--- config.mk ---
export PLATFORM = sky130hd
export DESIGN_NAME = alu_exec_unit
export DESIGN_NICKNAME = d
export VERILOG_FILES = /design/src/rtl/alu_exec_unit.sv
export SDC_FILE = /design/constraint.sdc
export NUM_CORES = 1
export LEC_CHECK = 0
export BUFFER_PORTS_ARGS = -buffer_cell sky130_fd_sc_hd__clkbuf_2
export CAP_MARGIN = 0
export CORE_UTILIZATION = 35
export CTS_CLUSTER_DIAMETER = 150
export DETAILED_ROUTE_END_ITERATION = 6
export GPL_TIMING_DRIVEN = 0
export HOLD_SLACK_MARGIN = 0.03
export PLACE_DENSITY = 0.58
export RECOVER_POWER = 50
export SLEW_MARGIN = 10
export SYNTH_ARGS = -nofsm -noshare
export SYNTH_HDL_FRONTEND = slang
export SYNTH_SLANG_ARGS = --single-unit
--- constraint.sdc ---
create_clock -name clk -period 6.4 [get_ports clk]
set_input_delay 0.32 -clock clk [delete_from_list [all_inputs] [get_ports clk]]
set_output_delay 0.32 -clock clk [all_outputs]
set_load 0.1 [all_outputs]
--- src/rtl/alu_exec_unit.sv ---
// alu_exec_unit: single-cycle ALU feeding an exec register (E) and a result
// FIFO (W) that arbitrates for the common data bus.
module alu_exec_unit #(
  parameter int unsigned DEPTH = 4
) (
  input  logic            clk,
  input  logic            rst,
  input  logic            futransmit,
  input  logic [7:0]      operandin,
  input  logic [1:0][7:0] depvalsin,
  input  logic [7:0]      wbsin,
  input  logic [7:0]      flagin,
  input  logic [3:0]      robidin,
  output logic            fubusy,
  input  logic            flush,
  output logic            cdbreq,
  input  logic            cdbgrant,
  output logic [3:0]      cdbrobid,
  output logic [7:0]      cdbval,
  output logic [7:0]      cdbwbs,
  output logic [7:0]      cdbflags
);

  localparam int unsigned AW = $clog2(DEPTH);
  localparam int unsigned CW = AW + 1;

  localparam logic [7:0] OP_ADD   = 8'd0;
  localparam logic [7:0] OP_SUB   = 8'd1;
  localparam logic [7:0] OP_AND   = 8'd2;
  localparam logic [7:0] OP_OR    = 8'd3;
  localparam logic [7:0] OP_XOR   = 8'd4;
  localparam logic [7:0] OP_SHL   = 8'd5;
  localparam logic [7:0] OP_SHR   = 8'd6;
  localparam logic [7:0] OP_PASSB = 8'd7;

  typedef struct packed {
    logic [3:0] robid;
    logic [7:0] wbs;
    logic [7:0] val;
    logic [7:0] flags;
  } result_t;

  // ALU signals
  logic [7:0] op_a;
  logic [7:0] op_b;
  logic       carry_in;
  logic [8:0] sum9;
  logic [8:0] diff9;
  logic [7:0] alu_res;
  logic       alu_carry;
  logic       alu_illegal;
  result_t    issue_res;

  // Pipeline / FIFO state
  logic          exec_valid;
  result_t       exec_data;
  result_t       mem [DEPTH];
  logic [AW-1:0] wr_ptr;
  logic [AW-1:0] rd_ptr;
  logic [CW-1:0] count;

  // Handshake strobes
  logic issue_ok;
  logic push;
  logic pop;
  result_t head;

  // Only bit0 of flagin is meaningful; upper bits are intentionally dropped.
  logic unused_flag_bits;
  assign unused_flag_bits = ^flagin[7:1];

  assign op_a     = depvalsin[0];
  assign op_b     = depvalsin[1];
  assign carry_in = flagin[0];

  // Combinational ALU: result, carry/borrow and illegal-opcode detection
  always_comb begin
    alu_res     = '0;
    alu_carry   = 1'b0;
    alu_illegal = 1'b0;
    sum9        = {1'b0, op_a} + {1'b0, op_b} + 9'(carry_in);
    diff9       = {1'b0, op_a} - {1'b0, op_b} - 9'(carry_in);
    case (operandin)
      OP_ADD: begin
        alu_res   = sum9[7:0];
        alu_carry = sum9[8];
      end
      OP_SUB: begin
        alu_res   = diff9[7:0];
        alu_carry = diff9[8];
      end
      OP_AND:   alu_res = op_a & op_b;
      OP_OR:    alu_res = op_a | op_b;
      OP_XOR:   alu_res = op_a ^ op_b;
      OP_SHL:   alu_res = op_a << op_b[2:0];
      OP_SHR:   alu_res = op_a >> op_b[2:0];
      OP_PASSB: alu_res = op_b;
      default:  alu_illegal = 1'b1;
    endcase
  end

  // Package ALU outcome with the carried-through tags
  always_comb begin
    issue_res       = '0;
    issue_res.robid = robidin;
    issue_res.wbs   = wbsin;
    issue_res.val   = alu_res;
    issue_res.flags = {4'b0000, alu_illegal, alu_res[7], alu_carry, (alu_res == 8'h00)};
  end

  // Occupancy-based back-pressure, derived from registered state only
  assign fubusy   = (count + CW'(exec_valid)) >= CW'(DEPTH);
  assign cdbreq   = (count != '0);
  assign issue_ok = futransmit & ~fubusy & ~flush;
  assign push     = exec_valid & ~flush;
  assign pop      = cdbgrant & cdbreq & ~flush;

  // Exec-stage valid bit
  always_ff @(posedge clk or posedge rst) begin
    if (rst) begin
      exec_valid <= 1'b0;
    end else begin
      exec_valid <= issue_ok;
    end
  end

  // Exec-stage payload; masked by exec_valid so no reset needed
  always_ff @(posedge clk) begin
    if (issue_ok) begin
      exec_data <= issue_res;
    end
  end

  // Result FIFO storage; masked by count so no reset needed
  always_ff @(posedge clk) begin
    if (push) begin
      mem[wr_ptr] <= exec_data;
    end
  end

  // FIFO pointers and occupancy; power-of-two depth gives natural wrap
  always_ff @(posedge clk or posedge rst) begin
    if (rst) begin
      wr_ptr <= '0;
      rd_ptr <= '0;
      count  <= '0;
    end else if (flush) begin
      wr_ptr <= '0;
      rd_ptr <= '0;
      count  <= '0;
    end else begin
      if (push) begin
        wr_ptr <= wr_ptr + AW'(1);
      end
      if (pop) begin
        rd_ptr <= rd_ptr + AW'(1);
      end
      case ({push, pop})
        2'b10:   count <= count + CW'(1);
        2'b01:   count <= count - CW'(1);
        default: count <= count;
      endcase
    end
  end

  // CDB outputs show the FIFO head, forced to zero when empty
  always_comb begin
    head     = mem[rd_ptr];
    cdbrobid = '0;
    cdbval   = '0;
    cdbwbs   = '0;
    cdbflags = '0;
    if (cdbreq) begin
      cdbrobid = head.robid;
      cdbval   = head.val;
      cdbwbs   = head.wbs;
      cdbflags = head.flags;
    end
  end

endmodule

After elaboration in Yosys (flattened, before gate mapping):

Memory sizes are Yosys's and may differ from the RTL's.
Cells that the tools add are included.

* output and inout port bits: 30
* bits in writable memories: 96
* register bits after elaboration: 32
* memories kept: 1

Memories
* mem: depth 4, bits a word 24, read ports 1, clocked after Yosys merged registers in 0, write ports 1, line 57 `result_t mem [DEPTH];`

* reductions and logical operators: 7
* muxes and demuxes: 15
* $lt $le $gt $ge: 1
* equal/unequal tests: 9
* $add $sub $neg: 9
* shift-type cells: 2
* bitwise logic cells: 10

Operators with widths (number)
* one-hot mux 8 bit (8 select lines): 1
* equality test 8 x 3 -> 1 bit (second input constant): 4
* 2-to-1 mux 8 bit: 3
* equality test 8 x 2 -> 1 bit (second input constant): 2
* logical NOT 8 bit: 2
* adder 8 x 8 -> 9 bit: 1
* adder 9 x 1 -> 9 bit: 1
* subtractor 8 x 8 -> 9 bit: 1
* subtractor 9 x 1 -> 9 bit: 1
* bitwise AND 8 bit: 1
* equality test 8 x 1 -> 1 bit (second input constant): 1
* 2-to-1 mux 2 bit: 4
* bitwise OR 8 bit: 1
* OR reduction 8 bit: 1
* << shifter 8 x 3 -> 8 bit: 1
* >> shifter 8 x 3 -> 8 bit: 1
* XOR 8 bit: 1
* one-hot mux 3 bit (2 select lines): 1
* nonzero test 3 bit: 2
* bitwise AND 1 bit: 5
* adder 2 x 1 -> 2 bit (second input constant): 2
* 2-to-1 mux 4 bit: 1
* nonzero test 2 bit: 2
* adder 3 x 1 -> 3 bit: 1
* 9 further kinds: 12

Logic depth before layout (Yosys ltp):

Gate-level depths: netlist (run 1).

* word-level depth: 6
* depth in mapped cells: 12
* gate-level depth less buffers: 11

Least setup slack after synthesis (run 1):

No wires, ideal clock.

* kind: reg-to-reg
* start point: register exec_valid
* end point: register exec_data[0] in the netlist's numbering, enable pin
* path slack: 2.563 ns
* arrival time: 3.398 ns
* clock period less this slack: 3.837 ns
* data required time: 5.961 ns
* stages on the path, launching flop included: 5
* setup time: 0.439 ns
* buffers on the path: 1
* cells stage by stage: dfrtp_1 clkbuf_1 nand3_1 xnor2_1 nor3b_1

* word-level cells in the longest chain between the ends: 5

Ends and longest elaborated chain
* start: declaration: line 55 `logic exec_valid;`
* start signal: assignment: line 123 `exec_valid <= issue_ok;`
* adder 3 x 1 -> 3 bit: line 112 `assign fubusy = (count + CW'(exec_valid)) >= CW'(DEPTH);`
* greater-or-equal comparator 3 bit: line 112
* net fubusy: line 14 `output logic fubusy,`
* inverter 1 bit: line 114 `assign issue_ok = futransmit & ~fubusy & ~flush;`
* bitwise AND 1 bit (2 in a row): line 114
* net issue_ok: line 63 `logic issue_ok;`
* end signal: assignment: line 130 `exec_data <= issue_res;`
* end: declaration: line 56 `result_t exec_data;`

The timed path passes the listed nets, and every way through them passes these cells.
A chain may end at the register's enable or synchronous reset.

Worst setup path in the final report (run 1):

* start point: register rd_ptr[0]
* end point: output port cdbval[5]

* word-level cells in the longest chain between the ends: 2

Ends and longest elaborated chain
* start: declaration: line 59 `logic [AW-1:0] rd_ptr;`
* start signal: assignment: line 156 `rd_ptr <= rd_ptr + AW'(1);`
* memory read (4 x 24 bit)
* 2-to-1 mux 8 bit: line 173 `if (cdbreq) begin`
* end: declaration: line 19 `output logic [7:0] cdbval,`

Every way passes these cells.

==> qor.csv, run 1 <==
stage,metric,value,unit
synth,yosys.cell_types.count,70,
critical_path,critPathLaunchType,flip-flop,
pwr,p_switching,1.35,mW
synth,synth_area_per_cell,14.0,sq um
pwr,power.share.combinational,41.2,%
pwr,power.ir.vdd_worst,0.180,mV
placed_design,place_congestion,0.844,
routing,routed-wl-met2,7220,um
pwr,p_sw_share,43.4,%
routing,route.detailed.wl_per_inst,18.5,um
placed_design,dp_hpwl,10600,um
critical_path,worst-path-stages,5,
grt,overflow,0,
synth,postSynthCellCount,473,
cts,cts_max_path_buffers,2,
final_layout,num_antenna_cells,0,
critical_path,critPathTopFamily,buffers and inverters,
timing,setup_slack,3.14,ns
pwr,p_int,1.77,mW
routing,postRouteWirelength,14800,um
critical_path,critPathCaptureType,output pin,
placed_design,numPortBuffers,65,
worst_hold_path,hold_path_class,primary input to flip-flop,
grt,grt_util_all_layers,16.1,%
cts,clock_sink_count,123,
cts,cts.repair.resized,0,
placed_design,post-place-ws,3.10,ns
timing,maxSlewViolCount,24,
timing,totalNegativeSetupSlack,0,ns
final_layout,drive_above_1_share,27.0,%
critical_path,worst_path_most_repeated_cell,sky130_fd_sc_hd__clkbuf_1,
critical_path,regToRegStartpoint,exec_valid,
timing,setup_repair_after_global_routing_missed_its_margin,false,
final_layout,finalNetCount,650,
critical_path,critical_path.cell_chain,clkbuf_1 -> clkbuf_1 -> mux4_2 -> and2_1 -> clkbuf_2,
status,status,"finished, violations left",
routing,routed-via-count,4207,
grt,number_of_antenna_violations_at_the_first_check_in_global_routing,0,
routing,top_layer_used,met4,
synth,synthArstFlopShare,6.50,%
routing,initialDrtViolationCount,222,
pwr,seq_power_share,31.2,%
worst_hold_path,hold_depth,1,
synth,ys_dominant_reg_cell,sky130_fd_sc_hd__edfxtp_1,
critical_path,critPathMaxStageDelay,0.67,ns
pwr,leakage,2.97,nW
synth,synth-seq-cells,123,
critical_path,rr_endpoint,mem[2][1],
timing,slew_headroom,-20.0,%
synth,netlist_area,0.00663,sq mm
pwr,clock_power_share,27.6,%
grt,grt_start_max_net_pins,24,
floorplan,dieArea,0.0195,sq mm
cts,tritoncts,yes,
floorplan,fp.dieW,140,um
critical_path,critical_path_slowest_stage_cell,sky130_fd_sc_hd__clkbuf_1,
floorplan,floorplan.core_area,0.0183,sq mm
routing,dr_wl_met3,632,um
floorplan,ioPinCount,79,
cts,clk_pin_slew_worst_paths,0.05,ns
critical_path,required,6.08,ns
grt,grt_pass1_vias,4383,
floorplan,rows,49,
synth,synth_edf_count,115,
critical_path,r2r_cells,3,
pwr,power_per_standard_cell_area,400,mW/mm^2
status,failed_checks,"max-capacitance violations, max-slew violations",
timing,transition_time_at_the_pin_with_the_least_slew_margin,1.80,ns
timing,min_period,3.26,ns
timing,setup_violations,0,
critical_path,cp.arrival,2.94,ns
critical_path,cp_max_fo,10,
timing,finClkSkew,0.00699,ns
synth,synth_sequential_area_ratio,55.1,%
routing,route.antenna.remaining_nets,0,
grt,first_pass_grt_wire_length,23800,um
cts,clk_latency,0.40,ns
critical_path,critical_path_class,flip-flop to output pin,
cts,root_buf_cell,sky130_fd_sc_hd__clkbuf_16,
timing,final-hold-violation-count,0,
timing,final_min_period_over_clock_period,50.9,%
routing,routed_via_density,5.24,
worst_hold_path,min_to,exec_data[21],
cts,numCtsBuffers,17,
final_layout,area.growth.synth_to_final,17.8,%
timing,clock.fmax,307,MHz
worst_hold_path,hold_path.startpoint,wbsin[5],
floorplan,start_util,36.3,%
synth,synth_warnings,0,
critical_path,timing.reg2reg.setup_slack,3.70,ns
critical_path,critical_path.n_buffers_inverters,3,
cts,h-tree-depth,4,
routing,drt_first_pass_iters,7,
floorplan,die_height,140,um
run,cap_viol_max_count,1,
routing,post-route-drc-count,0,
routing,route.layer.met1.wl,6730,um
==> kinds of logic (layout without fill, tap and decap cells) <==
kind of cell / Yosys count / in the layout / share of synthesized area [%]
flops: 123 / 123 / 55.1
simple gates: 119 / 119 / 10.4
compound gates: 65 / 65 / 6.79
buf+inv: 64 / 162 / 4.66
mux: 47 / 47 / 13.2
fa+ha+maj: 38 / 38 / 7.74
xor+xnor: 16 / 16 / 2.11
other cells: 1 / 4 / 0.0566
==> repair_timing <==
item	in CTS	in global routing
setup endpoints to repair	0	0
hold endpoints to repair	8	0
buffers inserted	0	0
hold buffers	1	0
==> Yosys cell counts (5+ instances only) <==
cell type	n	area share [%]
sky130_fd_sc_hd__ha_1	33	6.2
sky130_fd_sc_hd__xor2_1	9	1.2
sky130_fd_sc_hd__mux4_2	32	11
sky130_fd_sc_hd__and2_1	28	2.6
sky130_fd_sc_hd__xnor2_1	7	0.92
sky130_fd_sc_hd__nand2_1	15	0.85
sky130_fd_sc_hd__inv_1	31	1.8
sky130_fd_sc_hd__fa_1	5	1.5
sky130_fd_sc_hd__o22ai_1	5	0.47
sky130_fd_sc_hd__nor2_1	21	1.2
sky130_fd_sc_hd__buf_4	5	0.57
sky130_fd_sc_hd__nand2b_1	6	0.57
sky130_fd_sc_hd__a21oi_1	13	0.98
sky130_fd_sc_hd__clkbuf_1	12	0.68
sky130_fd_sc_hd__dfrtp_1	8	3.0
sky130_fd_sc_hd__o211ai_1	5	0.57
sky130_fd_sc_hd__edfxtp_1	115	52
sky130_fd_sc_hd__mux2i_1	13	2.0
sky130_fd_sc_hd__buf_2	7	0.53
sky130_fd_sc_hd__nor3_1	5	0.38
sky130_fd_sc_hd__nand3_1	15	1.1
sky130_fd_sc_hd__o21ai_0	5	0.38
==> through the flow <==
step | total power, mW | instances | util [%] | hold WS, ns | cell area [sq um]
after CTS | 3.15 | 803 | 42.8 | 0.0752 | 7830
after detailed placement | 2.28 | 772 | 39.8 | 0.261 | 7280
after global placement | 2.27 | 770 | 39.7 | 0.259 | 7250
after floorplan | 2.05 | 476 | - | 0.136 | 6640
after global routing | 3.24 | 803 | 42.7 | 0.0760 | 7810
final | 3.12 | 803 | 42.7 | 0.0911 | 7810
==> sequential cells by signal (all words and copies together), names as in the netlist <==
name,count
mem,92
exec_data,23
count,3
rd_ptr,2
wr_ptr,2
exec_valid,1
==> metal layers <==
layer	vias up	track usage [%]
met4	0	6.25
met5	-	0
li1	1966	-
met1	2097	20.8
met2	124	26.3
met3	20	3.44
==> cells in the final DEF, fill, tap and decap left out, types with 4 or more instances in the layout <==
| cell | count |
|---|---|
| sky130_fd_sc_hd__edfxtp_1 | 115 |
| sky130_fd_sc_hd__clkbuf_2 | 64 |
| sky130_fd_sc_hd__ha_1 | 33 |
| sky130_fd_sc_hd__mux4_2 | 32 |
| sky130_fd_sc_hd__inv_1 | 31 |
| sky130_fd_sc_hd__and2_1 | 24 |
| sky130_fd_sc_hd__nor2_1 | 22 |
| sky130_fd_sc_hd__clkbuf_16 | 17 |
| sky130_fd_sc_hd__clkbuf_1 | 15 |
| sky130_fd_sc_hd__nand3_1 | 15 |
| sky130_fd_sc_hd__nand2_1 | 15 |
| sky130_fd_sc_hd__mux2i_1 | 13 |
| sky130_fd_sc_hd__a21oi_1 | 13 |
| sky130_fd_sc_hd__xor2_1 | 9 |
| sky130_fd_sc_hd__dfrtp_1 | 8 |
| sky130_fd_sc_hd__xnor2_1 | 7 |
| sky130_fd_sc_hd__buf_4 | 7 |
| sky130_fd_sc_hd__buf_2 | 6 |
| sky130_fd_sc_hd__nand2b_1 | 6 |
| sky130_fd_sc_hd__clkinv_1 | 6 |
| sky130_fd_sc_hd__o22ai_1 | 5 |
| sky130_fd_sc_hd__nor3_1 | 5 |
| sky130_fd_sc_hd__o211ai_1 | 5 |
| sky130_fd_sc_hd__o21ai_0 | 5 |
| sky130_fd_sc_hd__fa_1 | 5 |
| sky130_fd_sc_hd__nor2b_1 | 4 |
| sky130_fd_sc_hd__o21ai_1 | 4 |
| sky130_fd_sc_hd__and2_2 | 4 |
| sky130_fd_sc_hd__conb_1 | 4 |
==> worst max-delay path by stage <==
stage | from | endpoint | slack (ns)
2_1_floorplan | exec_valid | exec_data[0] | 2.56
3_3_place_gp | exec_valid | exec_data[1] | 1.78
3_5_place_dp | depvalsin[8] | exec_data[0] | 3.10
4_1_cts | rd_ptr[0] | cdbval[7] | 3.18
5_1_grt | rd_ptr[0] | cdbval[6] | 2.90
6_report | rd_ptr[0] | cdbval[5] | 3.14
==> power groups by stage <==
stage          clock (mW)  sequential (mW)  combinational, mW
2_1_floorplan           0            0.979               1.07
3_3_place_gp            0            0.986               1.29
3_5_place_dp            0            0.988               1.30
4_1_cts             0.878            0.973               1.30
5_1_grt             0.914            0.978               1.35
6_report            0.862            0.973               1.29
==> area by class of cell <==
class                   count  area [sq um]
flip-flops and latches    123          3650
well taps                 229           287
multi-input cells         289          2680
clock inverters            12           108
repair buffers             68           349
inverters                  35           134
plain buffers              29           174
clock buffers              18           429
fillers                  1667         10500
Note: power is estimated with default switching activity, not from simulation.
==> run 2, diff against run 1 <==
PLACE_DENSITY = 0.59   (was 0.58)
clock period = 2.6 ns   (was 6.4 ns; I/O delays follow)
==> run 2 against run 1 <==
The run now ends clean. Critical path depth increased by 7. Critical path type is now primary input to flip-flop. Register-to-register slack lost 3.5 ns. Largest power group unchanged. Utilization increased by 1.1 points. Design area rose by 2.5%. Combinational power up 150%. Sequential power up 150%. Non-clock buffer count grew 12. Sequential share of layout area down 1.1 points. Sequential cell count unchanged.
==> qor.csv, run 2 (same netlist as run 1, synthesis figures left out) <==
stage,metric,value,unit,change
critical_path,rr_endpoint,count[2],,was mem[2][1]
routing,post-route-drc-count,0,,unchanged
pwr,power.ir.vdd_worst,0.510,mV,was 0.180 mV
final_layout,drive_above_1_share,28.1,%,was 27.0%
floorplan,ioPinCount,79,,unchanged
critical_path,r2r_cells,9,,was 3
pwr,leakage,3.07,nW,was 2.97 nW
routing,routed_via_density,5.14,,was 5.24
placed_design,numPortBuffers,65,,unchanged
pwr,p_int,4.40,mW,was 1.77 mW
routing,postRouteWirelength,14800,um,about the same
floorplan,die_height,140,um,unchanged
timing,final-hold-violation-count,0,,unchanged
routing,route.antenna.remaining_nets,0,,unchanged
final_layout,num_antenna_cells,0,,unchanged
timing,transition_time_at_the_pin_with_the_least_slew_margin,0.801,ns,was 1.80 ns
critical_path,worst-path-stages,12,,was 5
routing,route.detailed.wl_per_inst,18.2,um,was 18.5 um
timing,setup_violations,0,,unchanged
critical_path,regToRegStartpoint,count[0],,was exec_valid
pwr,clock_power_share,27.5,%,was 27.6%
final_layout,area.growth.synth_to_final,20.8,%,was 17.8%
grt,overflow,0,,unchanged
critical_path,cp_max_fo,10,,unchanged
critical_path,critPathTopFamily,adder cells,,was buffers and inverters
final_layout,most_frequent_cells_in_the_layout,"sky130_fd_sc_hd__edfxtp_1 (115), sky130_fd_sc_hd__clkbuf_2 (65), sky130_fd_sc_hd__ha_1 (33)",,"was sky130_fd_sc_hd__edfxtp_1 (115), sky130_fd_sc_hd__clkbuf_2 (64), sky130_fd_sc_hd__ha_1 (33)"
floorplan,floorplan.core_area,0.0183,sq mm,unchanged
pwr,seq_power_share,31.1,%,was 31.2%
cts,h-tree-depth,4,,unchanged
worst_hold_path,hold_path.startpoint,cdbgrant,,was wbsin[5]
cts,clk_pin_slew_worst_paths,0.05,ns,about the same
floorplan,dieArea,0.0195,sq mm,unchanged
routing,initialDrtViolationCount,252,,was 222
cts,tritoncts,yes,,unchanged
timing,totalNegativeSetupSlack,0,ns,unchanged
critical_path,critical_path_class,primary input to flip-flop,,was flip-flop to output pin
timing,min_period,2.53,ns,
timing,finClkSkew,0.0133,ns,was 0.00699 ns
pwr,p_switching,3.34,mW,was 1.35 mW
final_layout,largest_register_ff_count,92,,unchanged
floorplan,start_util,36.3,%,unchanged
final_layout,most_common_library_cell_in_the_layout_ignoring_fill_and_taps,sky130_fd_sc_hd__edfxtp_1,,unchanged
critical_path,critical_path_slowest_stage_cell,sky130_fd_sc_hd__mux4_2,,was sky130_fd_sc_hd__clkbuf_1
grt,grt_pass1_vias,4235,,"was 4,383"
critical_path,critical_path.n_buffers_inverters,4,,was 3
pwr,p_sw_share,43.2,%,was 43.4%
floorplan,fp.dieW,140,um,unchanged
routing,routed-via-count,4192,,"was 4,207"
critical_path,critical_path.cell_chain,clkbuf_2 -> buf_6 -> buf_12 -> inv_4 -> fa_2 -> fa_1 -> mux4_2 -> nand2_1 -> a21oi_1 -> a211o_2 -> nand4b_4 -> nor4_4,,was clkbuf_1 -> clkbuf_1 -> mux4_2 -> and2_1 -> clkbuf_2
placed_design,place_congestion,0.866,,was 0.844
final_layout,largest_register,mem,,unchanged
pwr,fin_total_pwr,7.74,mW,was 3.12 mW
worst_hold_path,hold_depth,4,,was 1
worst_hold_path,min_to,rd_ptr[1],,was exec_data[21]
cts,root_buf_cell,sky130_fd_sc_hd__clkbuf_16,,unchanged
cts,numCtsBuffers,17,,unchanged
critical_path,critPathCaptureType,flip-flop,,was output pin
timing,setup_repair_after_global_routing_missed_its_margin,false,,unchanged
grt,grt_util_all_layers,15.9,%,was 16.1%
cts,clock_sink_count,123,,unchanged
grt,first_pass_grt_wire_length,23400,um,"was 23,800 um"
timing,clock.fmax,395,MHz,
pwr,power.share.combinational,41.4,%,was 41.2%
timing,final_min_period_over_clock_period,97.4,%,
timing,maxSlewViolCount,0,,was 24
placed_design,dp_hpwl,10700,um,"was 10,600 um"
floorplan,rows,49,,unchanged
timing,final.hold.worst_slack,0.114,ns,was 0.0911 ns
status,status,completed,,"was finished, violations left"
cts,cts_max_path_buffers,2,,unchanged
critical_path,timing.reg2reg.setup_slack,0.17,ns,was 3.70 ns
pwr,power_per_standard_cell_area,967,mW/mm^2,was 400 mW/mm^2
final_layout,finalNetCount,662,,was 650
critical_path,required,2.83,ns,was 6.08 ns
grt,grt_start_max_net_pins,24,,unchanged
critical_path,critPathLaunchType,primary input,,was flip-flop
routing,drt_first_pass_iters,5,,was 7
worst_hold_path,hold_path_class,primary input to flip-flop,,unchanged
critical_path,critPathMaxStageDelay,0.50,ns,was 0.67 ns
critical_path,cp.arrival,2.76,ns,was 2.94 ns
timing,slew_headroom,46.6,%,was -20.0%
run,cap_viol_max_count,0,,was 1
grt,number_of_antenna_violations_at_the_first_check_in_global_routing,0,,unchanged
cts,clk_latency,0.40,ns,about the same
final_layout,largest_registers,"mem x92, exec_data x23, count x3",,unchanged
critical_path,crit_path_start,depvalsin[8],,was rd_ptr[0]
## run 2: cell types whose count changed in the layout (fill, tap and decap cells not counted), sizes merged
| cell | delta |
|---|---|
| buf | +2 |
| clkinv | -1 |
| dlygate4sd3 | +12 |
## run 2: worst max path at each step
stage                         endpoint  slack, ns
after floorplan           exec_data[0]       0.03
after global placement    exec_data[0]      -0.41
after detailed placement  exec_data[0]      -0.47
after CTS                 exec_data[0]       0.02
after global routing      exec_data[0]       0.02
final                     exec_data[0]       0.07
## run 2: final cells by class
class / instances / area [sq um]
well taps: 229 / 287
clock inverters: 11 / 104
flip-flops and latches: 123 / 3650
fillers: 1670 / 10300
inverters: 35 / 136
clock buffers: 20 / 437
multi-input cells: 289 / 2720
repair buffers: 81 / 487
plain buffers: 28 / 181
## run 2: worst min-delay path, cell delays in order
cell,delay [ns]
sky130_fd_sc_hd__clkbuf_2,0.10
sky130_fd_sc_hd__nand3_1,0.09
sky130_fd_sc_hd__xor2_1,0.07
sky130_fd_sc_hd__nor2_1,0.09
## run 2: power groups by stage
stage          Combinational [mW]  Clock, mW  Sequential (mW)
5_1_grt                      3.36       2.24             2.42
3_3_place_gp                 3.18          0             2.42
3_5_place_dp                 3.21          0             2.43
4_1_cts                      3.23       2.17             2.41
2_1_floorplan                2.64          0             2.41
6_report                     3.21       2.13             2.41
## run 2: routing by layer
metal  wire length [um]  track usage (%)  up-vias
li1                   -                -     1990
met1               6810             20.7     2076
met2               7170             26.5      114
met3                600             3.20       12
met4                227             5.26        0
met5                  0                0        -
## run 2: timing repair
item,4_1_cts,5_1_grt
hold buffers,13,0
hold endpoints to repair,20,0
endpoints found under the setup margin,21,10
pin swaps,0,2
buffers inserted,1,0
resized for setup,5,8
## run 2: through the flow
stage | instances | cell area [sq um] | setup slack [ns] | util, %
finish | 816 | 8010 | 0.0681 | 43.8
global route | 816 | 8010 | 0.0174 | 43.8
CTS | 816 | 7990 | 0.0171 | 43.7
detailed placement | 772 | 7310 | -0.475 | 40.0
global placement | 770 | 7280 | -0.415 | 39.8
floorplan | 476 | 6660 | 0.0325 | -
==> run 3, diff against run 2 <==
GPL_TIMING_DRIVEN = 1   (was 0)
==> run 3 against run 2 <==
Sequential power is essentially flat. Largest power group unchanged. Clock-buffer cell count is 2 lower. Largest cell class unchanged. Clock power is 14% higher. Highest routed layer unchanged.
==> qor.csv, run 3 (same netlist as run 1, synthesis figures left out) <==
stage,metric,value,unit,change
final_layout,most_frequent_cells_in_the_layout,"sky130_fd_sc_hd__edfxtp_1 (115), sky130_fd_sc_hd__clkbuf_2 (70), sky130_fd_sc_hd__ha_1 (33)",,"was sky130_fd_sc_hd__edfxtp_1 (115), sky130_fd_sc_hd__clkbuf_2 (65), sky130_fd_sc_hd__ha_1 (33)"
final_layout,fin_cells,818,,was 816
floorplan,fp.dieW,140,um,unchanged
timing,setup_repair_after_global_routing_missed_its_margin,false,,unchanged
grt,overflow,0,,unchanged
placed_design,post-place-ws,-0.0326,ns,was -0.475 ns
floorplan,rows,49,,unchanged
grt,first_pass_grt_wire_length,22600,um,"was 23,400 um"
critical_path,r2r_cells,8,,was 9
final_layout,most_common_library_cell_in_the_layout_ignoring_fill_and_taps,sky130_fd_sc_hd__edfxtp_1,,unchanged
grt,grt_start_max_net_pins,26,,was 24
cts,h-tree-depth,4,,unchanged
timing,setup_slack,0.201,ns,was 0.0681 ns
critical_path,critical_path_slowest_stage_cell,sky130_fd_sc_hd__dfrtp_2,,was sky130_fd_sc_hd__mux4_2
grt,number_of_antenna_violations_at_the_first_check_in_global_routing,0,,unchanged
timing,final_min_period_over_clock_period,92.3,%,was 97.4%
critical_path,critical_path_class,flip-flop to output pin,,was primary input to flip-flop
critical_path,cp.arrival,2.27,ns,was 2.76 ns
critical_path,critPathMaxStageDelay,0.52,ns,was 0.50 ns
cts,clk_latency,0.41,ns,was 0.40 ns
cts,root_buf_cell,sky130_fd_sc_hd__clkbuf_16,,unchanged
cts,tritoncts,yes,,unchanged
critical_path,critical_path.endpoint,cdbval[1],,was exec_data[0]
cts,numCtsBuffers,17,,unchanged
routing,route.antenna.remaining_nets,0,,unchanged
timing,setup_violations,0,,unchanged
pwr,power.share.combinational,39.5,%,was 41.4%
timing,transition_time_at_the_pin_with_the_least_slew_margin,0.741,ns,was 0.801 ns
pwr,power.ir.vdd_worst,0.539,mV,was 0.510 mV
routing,route.detailed.wl_per_inst,17.3,um,was 18.2 um
critical_path,required,2.47,ns,was 2.83 ns
floorplan,ioPinCount,79,,unchanged
placed_design,place_congestion,0.862,,was 0.866
floorplan,floorplan.core_area,0.0183,sq mm,unchanged
final_layout,largest_register,mem,,unchanged
timing,totalNegativeSetupSlack,0,ns,unchanged
critical_path,regToRegStartpoint,count[0],,unchanged
pwr,fin_total_pwr,8.01,mW,was 7.74 mW
routing,routed_via_density,5.19,,was 5.14
placed_design,numPortBuffers,67,,was 65
pwr,leakage,3.12,nW,was 3.07 nW
timing,slew_headroom,50.6,%,was 46.6%
final_layout,area.growth.synth_to_final,22.0,%,was 20.8%
cts,clock_sink_count,123,,unchanged
pwr,p_switching,3.40,mW,was 3.34 mW
routing,post-route-drc-count,0,,unchanged
cts,cts_max_path_buffers,2,,unchanged
timing,maxSlewViolCount,0,,unchanged
routing,postRouteWirelength,14200,um,"was 14,800 um"
timing,finClkSkew,0.00625,ns,was 0.0133 ns
routing,initialDrtViolationCount,217,,was 252
grt,grt_util_all_layers,15.1,%,was 15.9%
critical_path,cp_max_fo,19,,was 10
placed_design,dp_hpwl,9820,um,"was 10,700 um"
timing,clock.fmax,417,MHz,was 395 MHz
status,status,completed,,unchanged
cts,clk_pin_slew_worst_paths,0.05,ns,about the same
placed_design,dpl-instance-area,0.00735,sq mm,was 0.00731 sq mm
critical_path,timing.reg2reg.setup_slack,0.37,ns,was 0.17 ns
pwr,clock_power_share,30.3,%,was 27.5%
critical_path,critPathCaptureType,output pin,,was flip-flop
cts,post-cts-setup-buffer-count,0,,was 1
final_layout,core_occupancy_in_the_finished_layout,44.3,%,was 43.8%
critical_path,rr_endpoint,count[2],,unchanged
grt,grt_pass1_vias,4368,,"was 4,235"
timing,final-hold-violation-count,0,,unchanged
routing,drt_first_pass_iters,4,,was 5
floorplan,die_height,140,um,unchanged
pwr,seq_power_share,30.2,%,was 31.1%
final_layout,num_antenna_cells,0,,unchanged
critical_path,critPathLaunchType,flip-flop,,was primary input
final_layout,largest_registers,"mem x92, exec_data x23, count x3",,unchanged
critical_path,crit_path_start,rd_ptr[0],,was depvalsin[8]
final_layout,fin_area,0.00809,sq mm,was 0.00801 sq mm
pwr,p_int,4.61,mW,was 4.40 mW
pwr,p_sw_share,42.4,%,was 43.2%
floorplan,start_util,36.3,%,unchanged
timing,min_period,2.40,ns,was 2.53 ns
final_layout,drive_above_1_share,30.6,%,was 28.1%
placed_design,total_instance_count_after_detailed_placement,773,,was 772
timing,final.hold.worst_slack,0.0745,ns,was 0.114 ns
routing,routed-via-count,4245,,"was 4,192"
final_layout,largest_register_ff_count,92,,unchanged
pwr,power_per_standard_cell_area,991,mW/mm^2,was 967 mW/mm^2
floorplan,dieArea,0.0195,sq mm,unchanged
critical_path,critical_path.cell_chain,buf_12 -> mux4_2 -> and2_1 -> clkbuf_2,,was clkbuf_2 -> buf_6 -> buf_12 -> inv_4 -> fa_2 -> fa_1 -> mux4_2 -> nand2_1 -> a21oi_1 -> a211o_2 -> nand4b_4 -> nor4_4
final_layout,finalNetCount,663,,was 662
worst_hold_path,hold_path_class,primary input to flip-flop,,unchanged
run,cap_viol_max_count,0,,unchanged
[run 3: changes by cell type in the layout (fill, tap and decap cells not counted), moves of 3 or more]
cell | before | now
sky130_fd_sc_hd__and2_2 | 4 | 1
sky130_fd_sc_hd__buf_2 | 7 | 0
sky130_fd_sc_hd__buf_4 | 6 | 26
sky130_fd_sc_hd__buf_6 | 3 | 0
sky130_fd_sc_hd__clkbuf_1 | 13 | 1
sky130_fd_sc_hd__clkbuf_2 | 65 | 70
sky130_fd_sc_hd__clkinv_1 | 5 | 0
[run 3: worst min-delay path by stage]
stage                     cells after the start         to  startpoint
final                                         2  wr_ptr[1]       flush
after global routing                          2  rd_ptr[1]       flush
after CTS                                     2   count[0]       flush
after detailed placement                      2  rd_ptr[1]         rst
after global placement                        2  wr_ptr[0]         rst
after floorplan                               1   count[0]         rst
[run 3: layer usage]
metal | vias to the layer above | global-route usage, % | wire [um]
met5 | - | 0 | 0
met4 | 0 | 5.96 | 316
met3 | 29 | 3.30 | 685
met1 | 2094 | 18.9 | 6210
li1 | 1986 | - | -
met2 | 136 | 25.7 | 6960
[run 3: cell type report]
type / count / area [sq um]
fill: 1652 / 10200
inverter: 35 / 134
sequential: 123 / 3650
timing repair buffer: 110 / 696
clock inverter: 14 / 195
clock buffer: 18 / 429
multi-input combinational: 289 / 2690
tap: 229 / 287
[run 3: power by group through the flow]
stage	sequential [mW]	clock, mW	combinational [mW]
global route	2.43	2.57	3.31
global placement	2.44	0	3.16
detailed placement	2.46	0	3.17
finish	2.42	2.43	3.16
floorplan	2.41	0	2.64
CTS	2.42	2.48	3.20
[run 3: worst max-delay path: cells and delay by family (launching register included)]
family                 cells  cell delay [ns]
buffers and inverters      2             0.62
DFF                        1             0.52
muxes                      1             0.51
and+or+nand+nor            1             0.20
[run 3: repair_timing]
item                                    CTS  global route
hold buffers                             13             0
hold endpoints to repair                 20             0
endpoints found under the setup margin    0             0
resized for setup                         0             0
